===== config.mk =====
export PLATFORM = sky130hd
export DESIGN_NAME = async_fifo
export DESIGN_NICKNAME = d
export VERILOG_FILES = /design/src/rtl/async_fifo_pkg.sv /design/src/rtl/fifo_mem.sv /design/src/rtl/async_fifo.sv
export SDC_FILE = /design/constraint.sdc
export NUM_CORES = 1
export LEC_CHECK = 0
export CAP_MARGIN = 5
export CORE_ASPECT_RATIO = 0.6
export CORE_UTILIZATION = 33
export DETAILED_ROUTE_END_ITERATION = 10
export SYNTH_ARGS = -nofsm -noshare
export SYNTH_HDL_FRONTEND = slang
export SYNTH_SLANG_ARGS = --single-unit
export TNS_END_PERCENT = 10

===== constraint.sdc =====
create_clock -name clk -period 3.02 [get_ports clk]
set_clock_uncertainty 0.2 [all_clocks]
set_input_delay 0.755 -clock clk [delete_from_list [all_inputs] [get_ports clk]]
set_output_delay 0.755 -clock clk [all_outputs]
set_load 0.1 [all_outputs]

===== src/rtl/async_fifo_pkg.sv =====
// Shared constants for the single-clock FIFO: default geometry and pointer width.
package async_fifo_pkg;
  localparam int DSIZE_DEF = 8;
  localparam int ASIZE_DEF = 4;
  localparam int PTR_W     = ASIZE_DEF + 1;
endpackage


===== src/rtl/fifo_mem.sv =====
// 2^ASIZE x DSIZE storage: synchronous write port, combinational read port.
module fifo_mem
  import async_fifo_pkg::*;
#(
  parameter int DSIZE = DSIZE_DEF,
  parameter int ASIZE = ASIZE_DEF
) (
  input  logic             clk,
  input  logic             wclken,
  input  logic [ASIZE-1:0] waddr,
  input  logic [DSIZE-1:0] wdata,
  input  logic [ASIZE-1:0] raddr,
  output logic [DSIZE-1:0] rdata
);
  logic [DSIZE-1:0] mem [2**ASIZE];

  // No reset on the array: contents are only meaningful between the pointers.
  always_ff @(posedge clk) begin
    if (wclken) mem[waddr] <= wdata;
  end

  assign rdata = mem[raddr];
endmodule


===== src/rtl/async_fifo.sv =====
// Single-clock FIFO with show-ahead read data and registered full/empty flags
// derived from the next-state pointers, so the flags are exact one cycle later.
module async_fifo
  import async_fifo_pkg::*;
#(
  parameter int DSIZE = DSIZE_DEF,
  parameter int ASIZE = ASIZE_DEF
) (
  input  logic             clk,
  input  logic             rst,
  input  logic             winc,
  input  logic [DSIZE-1:0] wdata,
  output logic             wfull,
  input  logic             rinc,
  output logic [DSIZE-1:0] rdata,
  output logic             rempty
);
  localparam int PW = ASIZE + 1;

  logic [PW-1:0] wptr, rptr, wptr_next, rptr_next;
  logic          do_write, do_read;

  // Handshake: a push takes effect on any edge where winc=1 and wfull=0; a pop
  // takes effect where rinc=1 and rempty=0. Requests against a blocked side are dropped.
  always_comb begin
    do_write  = winc && !wfull;
    do_read   = rinc && !rempty;
    wptr_next = wptr + PW'(do_write);
    rptr_next = rptr + PW'(do_read);
  end

  always_ff @(posedge clk) begin
    if (rst) begin
      wptr   <= '0;
      rptr   <= '0;
      wfull  <= 1'b0;
      rempty <= 1'b1;
    end else begin
      wptr   <= wptr_next;
      rptr   <= rptr_next;
      rempty <= (rptr_next == wptr_next);
      // Same slot address but different wrap bit means the writer is a lap ahead.
      wfull  <= (wptr_next[ASIZE] != rptr_next[ASIZE]) &&
                (wptr_next[ASIZE-1:0] == rptr_next[ASIZE-1:0]);
    end
  end

  fifo_mem #(.DSIZE(DSIZE), .ASIZE(ASIZE)) u_mem (
    .clk    (clk),
    .wclken (do_write && !rst),
    .waddr  (wptr[ASIZE-1:0]),
    .wdata  (wdata),
    .raddr  (rptr[ASIZE-1:0]),
    .rdata  (rdata)
  );
endmodule


==> Word level (Yosys, flattened, before mapping) <==
Memories as Yosys holds them, arrays and structs flattened. A register that Yosys moved wholly into a read port is not among the register bits.
Cells that the tools add are included.
{ "classes": {"reduce_logical": 7, "n_mux": 3, "add_sub_neg": 2, "n_eq_ne": 3} }
{ "ops": {"columns": ["cell", "n"], "rows": [
  ["adder 5 x 1 -> 5 bit", 2],
  ["== test 5 bit", 1],
  ["== test 4 bit", 1],
  ["logical AND 1 bit", 4],
  ["2-to-1 mux 4 bit", 1],
  ["zero test 1 bit", 3],
  ["2-to-1 mux 1 bit", 2],
  ["!= test 1 bit", 1]
]} }
{ "totals": {"input_bits": 12, "register_bits": 12, "mem_bits_rw": 128, "out_inout_bits": 10, "memories": 1, "elab_cells": 20} }
{ "memory_table": {"columns": ["name", "depth", "word_bits", "read_ports", "rd_ports_with_merged_regs", "write_ports", "line", "rtl"], "rows": [
  ["u_mem.mem", 16, 8, 1, 1, 1, "fifo_mem.sv:15", "logic [DSIZE-1:0] mem [2**ASIZE];"]
]} }

==> Longest topological paths before layout <==
Gate-level depths: netlist of run 1.
{ "logic_depth": {"word_depth": 5, "mapped_depth": 7, "ltp_nobuf": 7} }

==> By module <==
Synthesis of run 1 repeated with hierarchy kept, for this count alone.
{ "hier_totals": {"cells_unflattened": 270, "hier_area_um2": 5495.3} }
{ "by_module_without_submodules": {"columns": ["module", "n_inst", "seq_area_each_um2", "area_per_inst_um2", "cells_per_inst"], "rows": [
  ["fifo_mem", 1, 3843.7, 4987.3, 221],
  ["async_fifo", 1, 240.2, 508.0, 49]
]} }

==> Worst setup path before layout of run 1 <==
No wires, ideal clock.
{ "synth_path": {"path_kind": "register to output", "start": "reg, netlist name rptr[0]", "end": "out rdata[1]", "setup_slack_ns": 0.183, "stages_incl_launch_ff": 6, "path_buffers": 2, "t_arrival_ns": 1.882, "required_time_ns": 2.065, "path_cell_list": "dfxtp_1 buf_6 buf_6 mux4_1 a22oi_1 nand2_1"} }
{ "synth_rtl": {"columns": ["item", "line", "rtl"], "rows": [
  ["end, declared", "async_fifo.sv:15", "output logic [DSIZE-1:0] rdata,"]
]} }

==> key figures, run 1 <==
STA
  • Final setup fails: 1
  • Hold Fails Final Rpt: 0
  • Period minus WS final: 3030 ps
  • Setup tns final: -6.88 ps
  • Fmax: 330 MHz
  • Final WS setup: -6.88 ps
  • RSZ-0062 raised after global routing: yes
  • Final Slew Violations: 0
  • Slew HR: 59.7%
  • Slew at the pin closest to its max-slew limit: 602 ps
  • Final period utilization: 100%

Setup path
  • Worst r2r src: rptr[0]$_SDFF_PP0_
  • Reg2Reg Capture Point: wfull$_SDFF_PP0_
  • Critical path arrival: 2070 ps
  • Register-to-Register Path Depth: 9
  • R2R Setup Slk: 740 ps
  • Crit Path Category: flop to primary output
  • CP max FO: 6
  • Worst setup EP type: primary output
  • Startpoint class of the critical path: flop
  • Required @ worst endpoint: 2060 ps

Yosys
  • Post-synth ARST share: 0%
  • Gate Count Post-Synth: 274
  • Post-synth net total: 290
  • Main synth FF type: edfxtp_1
  • Mux share of post-synthesis cell area: 14.1%
  • Seq/Total Area, Yosys: 74.2%
  • Number of synthesized flops with an enable pin: 128
  • Post-synthesis register bit count: 140
  • Post-Synth Adder-Cell Area: 0.910%
  • Largest family of logic cells by synthesized area: multiplexers
  • Cell variety after synth: 28
  • YS warnings: 0
  • Cell Area, Synth: 5500 um2
  • Post-synthesis compound-gate area fraction: 2.32%
  • Avg Synthesized Cell Area: 20.1 um2
  • Xor/xnor share of the synthesized area: 1.75%
  • Simple-gate share of the synthesized area: 4.77%

Cells and area
  • Commonest non-fill, non-tap cell in the layout: edfxtp_1
  • Ant diodes: 0
  • Syn-to-layout area delta: 25.8%
  • Final #Nets: 349
  • Number of filler cells placed in the layout: 1423
  • Share of cells above drive strength 1: 37.0%
  • Commonest cells after routing, fill and taps aside: edfxtp_1 (128), mux4_2 (32), buf_4 (29)
  • Final non-filler cell total: 574

Pwr
  • Lkg Pwr: 2.24 nW
  • Worst vdd ir: 0.000267 V
  • Pwr Density: 695 nW/um2

Floorplan
  • Die area: 17200 um2
  • Die height: 102 um
  • Site row count: 36
  • Die W: 169 um
  • Core area: 16300 um2
  • Starting density of the core: 33.8%
  • Io pins: 22

Clocking
  • Hold_buf cts: 0
  • Clock tree sinks: 140
  • Inserted Clock Buffers: 17
  • Clock root buffer: clkbuf_16
  • Worst-path clk slew: 60 ps
  • CTS tree: yes
  • Clk_lat worst skew: 410 ps
  • CTS Buffer Depth: 2
  • CTS H-tree lvls: 4

Outcome
  • Status: finished with violations
  • Violated checks: negative setup slack

Detailed routing
  • Routed vias: 2792
  • DRT iter0 DRCs: 331
  • DR vias/cell: 4.86
  • Drc violations: 0
  • Drt pass-1 iters: 4
  • WL final: 11.8 mm
  • Detail Route Antenna Nets: 0
  • Wire per inst: 20.6 um

GRT
  • Vias in the first global route: 2889
  • Largest net degree at the start of global routing: 35
  • Global-route wire length before repair: 18.1 mm
  • Gr ovfl total: 0
  • GR Util All Layers: 15.1%
  • Antenna violations before repair: 0

Placement
  • GP Congestion: 0.764
  • Worst slack at placement: 146 ps
  • Placed Cells: 538
  • Hpwl dp: 7.36 mm
  • IO buf count: 21

Min path
  • Worst Min Path Start: wptr[4]$_SDFF_PP0_
  • Worst hold path type: flop to flop
  • Hold Path Depth: 2
  • Hold endpoint: wptr[4]$_SDFF_PP0_

Job
  • Max cap viols: 0
## metrics by stage
step           instance area, um2  hold slack, ps  total power [mW]  utilization, %
2_1_floorplan                5500             285              2.56               -
3_3_place_gp                 6220             307              2.75            38.3
3_5_place_dp                 6220             309              2.75            38.3
4_1_cts                      6910             326              4.85            42.5
5_1_grt                      6920             366              4.96            42.6
6_report                     6920             320              4.81            42.6
## cell type report
| cell class | count | area [um2] | area share, % |
|---|---|---|---|
| Inverter | 1 | 3.75 | 0.0542 |
| Timing Repair Buffer | 54 | 623 | 9.00 |
| Sequential cell | 140 | 4090 | 59.1 |
| Tap cell | 228 | 285 | 4.12 |
| Clock inverter | 15 | 154 | 2.22 |
| Multi-Input combinational cell | 119 | 1340 | 19.4 |
| Clock buffer | 17 | 425 | 6.15 |
## power breakdown
part / internal, mW / switching (mW) / leakage [nW]
combinational: 0.280 / 0.354 / 0.714
sequential: 2.14 / 0.0148 / 1.25
clock: 1.16 / 0.866 / 0.275
## cells by family after synthesis
family	Yosys count
buf+inv	15
mux	32
xor+xnor	11
simple gates	55
compound gates	17
flops	140
fa+ha+maj	4
## sequential cells by signal, summed over array words and instances (netlist names)
signal	count
rptr	5
wfull	1
rempty	1
u_mem.mem	128
wptr	5
## critical path, stage by stage, from the launching register on
cell and delay, ps:
dfxtp_4 390, buf_12 140, buf_16 130, mux4_2 500, a22oi_2 190, nand2_2 120
buf_12 180
## how the worst max path moves through the flow
stage | to | depth (start not counted) | from
4_1_cts | rdata[5] | 5 | rptr[0]$_SDFF_PP0_
2_1_floorplan | rdata[1] | 5 | rptr[0]$_SDFF_PP0_
5_1_grt | rdata[4] | 6 | rptr[0]$_SDFF_PP0_
3_5_place_dp | wfull$_SDFF_PP0_ | 8 | winc
3_3_place_gp | u_mem.mem[0][0]$_DFFE_PP_ | 6 | winc
6_report | rdata[4] | 6 | rptr[0]$_SDFF_PP0_
## what timing repair did
| action | CTS | global route |
|---|---|---|
| gates resized for setup | 28 | 9 |
| cloned | 2 | 0 |
| setup endpoints to repair | 8 | 8 |
| pin swaps | 8 | 5 |
| setup buffers | 2 | 0 |
## synthesized netlist by cell type (4+ instances only)
library cell  number  area share [%]
mux4_1            14             6.7
mux4_2            18             7.4
nand3_1            5            0.45
a22oi_1           16             2.2
xor2_1             6            0.95
nor2b_1            7            0.80
buf_6              4            0.82
xnor2_1            5            0.80
nor3_1             4            0.36
dfxtp_1           12             4.4
buf_4              4            0.55
ha_1               4            0.91
nand2_1           11            0.75
nor2_1            19             1.3
edfxtp_1         128              70
nand2b_1           4            0.45
## per-layer routing
layer	vias to the layer above	wire length, um	GRT usage (%)	share of wire (%)
met5	-	0	0	0
li1	1227	-	-	-
met4	0	178	6.15	1.5
met2	96	5020	20.7	42
met3	16	781	3.68	6.6
met1	1453	5860	22.8	50
No activity file was read; power rests on OpenSTA's default activity.
==> run 2: changes to the inputs <==
Settings changed: CELL_PAD_IN_SITES_DETAIL_PLACEMENT set to 1, CELL_PAD_IN_SITES_GLOBAL_PLACEMENT set to 1, PLACE_DENSITY_LB_ADDON set to 0.1, SKIP_LAST_GASP set to 1.
==> run 2 against run 1 <==
The flow still finishes with violations (negative setup slack). Design area grew 0.27%. Clock-buffer cell count stayed put. Via count fell by 1.9%. Combinational power shrank 3%. Critical path type unchanged. Critical endpoint is now rdata[3]. Highest routed layer unchanged.
==> key figures, run 2 (same netlist as run 1, synthesis figures left out) <==
Cells and area
  • Most flops, register: u_mem.mem
  • Syn-to-layout area delta: 26.1%
  • Commonest non-fill, non-tap cell in the layout: edfxtp_1
  • Final #Nets: 351
  • Ant diodes: 0
  • Share of cells above drive strength 1: 35.3%
  • Number of filler cells placed in the layout: 1544
  • Flip-flop count of the largest register after layout: 128
  • Final Util: 42.7%
  • Top flop regs: u_mem.mem: 128 flops, rptr: 5 flops, wptr: 5 flops
  • Commonest cells after routing, fill and taps aside: edfxtp_1 (128), buf_4 (30), mux4_2 (27)

Setup path
  • R2R Setup Slk: 980 ps
  • CP max stage cell: mux4_1
  • Critical path arrival: 2100 ps
  • Crit Path Category: flop to primary output
  • Worst-path cell chain: buf_12 -> mux4_1 -> a22oi_2 -> nand2_1 -> buf_12
  • Crit path capture: rdata[3]
  • Cell repeated most along the worst path: buf_12
  • Crit path launch: rptr[0]$_SDFF_PP0_
  • Top Family by Delay on Critical Path: multiplexers
  • Reg2Reg Capture Point: wfull$_SDFF_PP0_
  • Buf+Inv Stages, Crit Path: 2
  • Instance count on the critical path: 5
  • Register-to-Register Path Depth: 7
  • Startpoint class of the critical path: flop
  • Worst r2r src: wfull$_SDFF_PP0_
  • Worst setup EP type: primary output
  • Required @ worst endpoint: 2060 ps
  • Biggest cell delay along the critical path: 570 ps
  • CP max FO: 10

STA
  • Final setup fails: 7
  • Final Slew Violations: 0
  • Final WS setup: -38.1 ps
  • Slew at the pin closest to its max-slew limit: 617 ps
  • Hold Fails Final Rpt: 0
  • Hold WS: 334 ps
  • Slew HR: 58.7%
  • Fmax: 327 MHz
  • Period minus WS final: 3060 ps
  • RSZ-0062 raised after global routing: yes
  • Final period utilization: 101%

GRT
  • Gr ovfl total: 0
  • Largest net degree at the start of global routing: 35
  • Vias in the first global route: 2897
  • GR Util All Layers: 16.4%
  • Antenna violations before repair: 0
  • Global-route wire length before repair: 19.2 mm

Floorplan
  • Die W: 169 um
  • Io pins: 22
  • Core area: 16300 um2
  • Starting density of the core: 33.8%
  • Site row count: 36
  • Die area: 17200 um2
  • Die height: 102 um

Detailed routing
  • DRT iter0 DRCs: 179
  • Wire per inst: 22.1 um
  • WL final: 12.7 mm
  • Detail Route Antenna Nets: 0
  • Routed vias: 2739
  • Drt pass-1 iters: 4
  • Drc violations: 0
  • DR vias/cell: 4.76

Min path
  • Worst Min Path Start: rptr[4]$_SDFF_PP0_
  • Worst hold path type: flop to flop

Clocking
  • CTS tree: yes
  • Clock tree sinks: 140
  • Inserted Clock Buffers: 17
  • Clk_lat worst skew: 410 ps
  • CTS Buffer Depth: 2
  • CTS H-tree lvls: 4
  • Worst-path clk slew: 60 ps
  • Clock root buffer: clkbuf_16

Pwr
  • Pint: 3.64 mW
  • Pwr Density: 701 nW/um2
  • Final Power: 4.86 mW
  • Clock network power share: 43.0%
  • Worst vdd ir: 0.000379 V
  • Comb pwr share: 12.7%
  • Flop pwr share: 44.3%
  • Sw Share: 25.2%
  • Net switching power figure: 1.23 mW
  • Lkg Pwr: 2.26 nW

Placement
  • GP Congestion: 0.702
  • Hpwl dp: 8.16 mm
  • IO buf count: 21

Outcome
  • Status: finished with violations
  • Violated checks: negative setup slack

Job
  • Max cap viols: 0
[run 2: changes by cell type in the layout (fill, tap and decap cells not counted)]
| cell | change |
|---|---|
| bufinv_16 | +1 |
| buf_16 | -2 |
| buf_12 | +1 |
| mux4_1 | +5 |
| buf_6 | +2 |
| clkinv_1 | +2 |
| mux4_2 | -5 |
| inv_6 | +2 |
| clkinv_4 | -4 |
| clkinvlp_4 | +1 |
| inv_8 | -2 |
| buf_4 | +1 |
[run 2: cell type report]
class	instances	area (um2)	area share, %
clock inverter	15	159	2.29
clock buffer	17	425	6.13
inverter	1	3.75	0.0541
timing repair buffer	56	618	8.91
multi-input combinational	119	1360	19.6
tap	228	285	4.11
sequential	140	4090	58.9
[run 2: worst min-delay path by stage]
stage	cells past startpoint	slack [ps]	endpoint
3_5_place_dp	2	320	rptr[4]$_SDFF_PP0_
6_report	2	330	rptr[4]$_SDFF_PP0_
2_1_floorplan	2	290	rptr[4]$_SDFF_PP0_
3_3_place_gp	2	300	wptr[4]$_SDFF_PP0_
5_1_grt	2	390	rptr[4]$_SDFF_PP0_
4_1_cts	2	340	rptr[4]$_SDFF_PP0_
[run 2: worst reg2reg max path, cell delays in order, from the launching register on]
cell and delay (ps):
dfxtp_1 320, nor2b_1 190, ha_1 210, ha_1 200, nand3_1 110, xor2_1 240, xor2_1 210, nor4b_1 270
[run 2: per-layer routing]
metal  part of all wire (%)  wire length [um]  track usage, %
met2                     42              5380            22.8
met1                     53              6720            24.5
met4                   0.88               112            5.66
met5                      0                 0               0
met3                    4.1               520            4.65
[run 2: repair_timing]
action,CTS,global route
buffers inserted,2,0
hold buffers,0,0
gates resized for setup,25,8
cloned,1,0
setup endpoints to repair,8,8
pin swaps,9,5
[run 2: metrics by stage]
| stage | instances | setup TNS (ps) | cell area [um2] | worst slack, ps |
|---|---|---|---|---|
| final | 576 | -182 | 6940 | -38.1 |
| after global routing | 576 | -867 | 6940 | -124 |
| after CTS | 577 | -699 | 6940 | -115 |
| after detailed placement | 542 | 0 | 6270 | 129 |
| after global placement | 542 | 0 | 6270 | 61.2 |
| after floorplan | 274 | 0 | 5500 | 183 |
[run 2: power groups by stage]
stage          Combinational, mW  Clock [mW]  Sequential [mW]
4_1_cts                    0.637        2.14             2.15
2_1_floorplan              0.343           0             2.21
5_1_grt                    0.649        2.21             2.16
6_report                   0.617        2.09             2.15
3_3_place_gp               0.580           0             2.19
3_5_place_dp               0.583           0             2.19
==> run 3: changes to the inputs <==
Settings changed: CTS_CLUSTER_SIZE set to 24.
Clock period 3.02 ns to 2.9 ns, I/O delays scaled along.
==> run 3 against run 2 <==
The run still ends with negative setup slack left. Combinational power up 7.0%. Global-route usage about the same. Design area down 0.36%. Sequential share of layout area up 0.21 points. Sequential power up 5%. First-iteration DRC count up 44%. Highest routed layer unchanged.
==> key figures, run 3 (same netlist as run 1, synthesis figures left out) <==
Detailed routing
  • Drc violations: 0
  • DR vias/cell: 4.90
  • Routed vias: 2816
  • Wire per inst: 22.6 um
  • Drt pass-1 iters: 4
  • Detail Route Antenna Nets: 0
  • DRT iter0 DRCs: 258
  • WL final: 13.0 mm

Setup path
  • Cell repeated most along the worst path: buf_12
  • Startpoint class of the critical path: flop
  • Required @ worst endpoint: 1980 ps
  • Crit Path Category: flop to primary output
  • Top Family by Delay on Critical Path: multiplexers
  • CP max stage cell: mux4_1
  • Worst setup EP type: primary output
  • Biggest cell delay along the critical path: 560 ps
  • Register-to-Register Path Depth: 7
  • Instance count on the critical path: 5
  • Worst-path cell chain: buf_12 -> mux4_1 -> a22oi_2 -> nand2_2 -> buf_12
  • Critical path arrival: 2090 ps
  • CP max FO: 6
  • Buf+Inv Stages, Crit Path: 2

Min path
  • Worst hold path type: flop to flop
  • Hold Path Depth: 2

STA
  • Final Slew Violations: 0
  • Fmax: 331 MHz
  • Slew at the pin closest to its max-slew limit: 634 ps
  • RSZ-0062 raised after global routing: yes
  • Hold WS: 315 ps
  • Final period utilization: 104%
  • Hold Fails Final Rpt: 0
  • Slew HR: 57.6%
  • Period minus WS final: 3020 ps
  • Final WS setup: -117 ps
  • Final setup fails: 8
  • Setup tns final: -797 ps

Cells and area
  • Final non-filler cell total: 575
  • Number of filler cells placed in the layout: 1550
  • Top flop regs: u_mem.mem: 128 flops, rptr: 5 flops, wptr: 5 flops
  • Final #Nets: 350
  • Final instance area: 6920 um2
  • Register area: 4090 um2
  • Most flops, register: u_mem.mem
  • Syn-to-layout area delta: 25.7%
  • Share of cells above drive strength 1: 37.5%
  • Ant diodes: 0
  • Commonest non-fill, non-tap cell in the layout: edfxtp_1
  • Flip-flop count of the largest register after layout: 128
  • Commonest cells after routing, fill and taps aside: edfxtp_1 (128), mux4_2 (30), buf_4 (30)
  • Multi-input gate area: 1360 um2

Outcome
  • Status: finished with violations
  • Violated checks: negative setup slack

Placement
  • GP Congestion: 0.717
  • Placed inst area: 6240 um2
  • IO buf count: 21
  • Worst slack at placement: -18.3 ps
  • Placed Cells: 538
  • Hpwl dp: 8.50 mm

Clocking
  • Clk_lat worst skew: 410 ps
  • CTS H-tree lvls: 4
  • Clock tree sinks: 140
  • Inserted Clock Buffers: 17
  • Hold_buf cts: 0
  • Clock root buffer: clkbuf_16
  • CTS tree: yes
  • CTS Buffer Depth: 2
  • Worst-path clk slew: 60 ps

GRT
  • Gr ovfl total: 0
  • Global-route wire length before repair: 19.3 mm
  • Grt met2 use: 22.6%
  • Met1 GRT Util: 25.2%
  • Largest net degree at the start of global routing: 25
  • GR Util All Layers: 16.4%
  • Met3 Use GR: 3.33%
  • Antenna violations before repair: 0
  • Vias in the first global route: 2914
  • Gr busiest metal: met1

Pwr
  • Pwr Density: 718 nW/um2
  • Lkg Pwr: 2.24 nW
  • Worst vdd ir: 0.000351 V

Floorplan
  • Die W: 169 um
  • Core area: 16300 um2
  • Die area: 17200 um2
  • Site row count: 36
  • Starting density of the core: 33.8%
  • Io pins: 22
  • Die height: 102 um

Job
  • Max cap viols: 0
==> run 3: what timing repair did <==
| item | CTS | global route |
|---|---|---|
| gates cloned | 1 | 1 |
| endpoints found under the setup margin | 8 | 8 |
| buffers inserted | 3 | 1 |
| pin swaps | 3 | 12 |
| gates resized for setup | 15 | 23 |
==> run 3: layer usage <==
| layer | share of wire, % | vias up |
|---|---|---|
| met1 | 52 | 1507 |
| met5 | 0 | - |
| met3 | 5.2 | 17 |
| met2 | 41 | 63 |
| li1 | - | 1229 |
| met4 | 1.4 | 0 |
==> run 3: stage by stage <==
step           power [mW]  utilization [%]
5_1_grt              5.11             42.5
6_report             4.97             42.5
3_3_place_gp         2.89             38.4
3_5_place_dp         2.89             38.4
2_1_floorplan        2.66                -
4_1_cts              5.00             42.3
==> run 3: layout make-up <==
| type | instances | area share (%) |
|---|---|---|
| Sequential cell | 140 | 59.1 |
| Multi-Input combinational cell | 119 | 19.7 |
| Timing Repair Buffer | 55 | 8.97 |
| Clock buffer | 17 | 6.15 |
| Tap cell | 228 | 4.13 |
| Clock inverter | 15 | 1.88 |
| Inverter | 1 | 0.0543 |
==> run 3: power breakdown <==
part	internal, mW	leakage [nW]	switching (mW)
combinational	0.291	0.725	0.370
clock	1.12	0.265	0.934
sequential	2.23	1.25	0.0212
==> run 3: worst min-delay path, delay by kind of cell (launching register included) <==
kind                      cells  cell delay, ps
DFF                           1             320
xor gates and xnor gates      1              90
and+or+nand+nor               1              70
==> run 3: worst paths after layout <==
check                                   startpoint                 end  slack [ps]
worst max-delay path            rptr[0]$_SDFF_PP0_            rdata[2]        -120
worst min-delay path            wptr[4]$_SDFF_PP0_  wptr[4]$_SDFF_PP0_         320
worst max register to register    wfull$_SDFF_PP0_    wfull$_SDFF_PP0_         870
worst min register to register  wptr[4]$_SDFF_PP0_  wptr[4]$_SDFF_PP0_         320
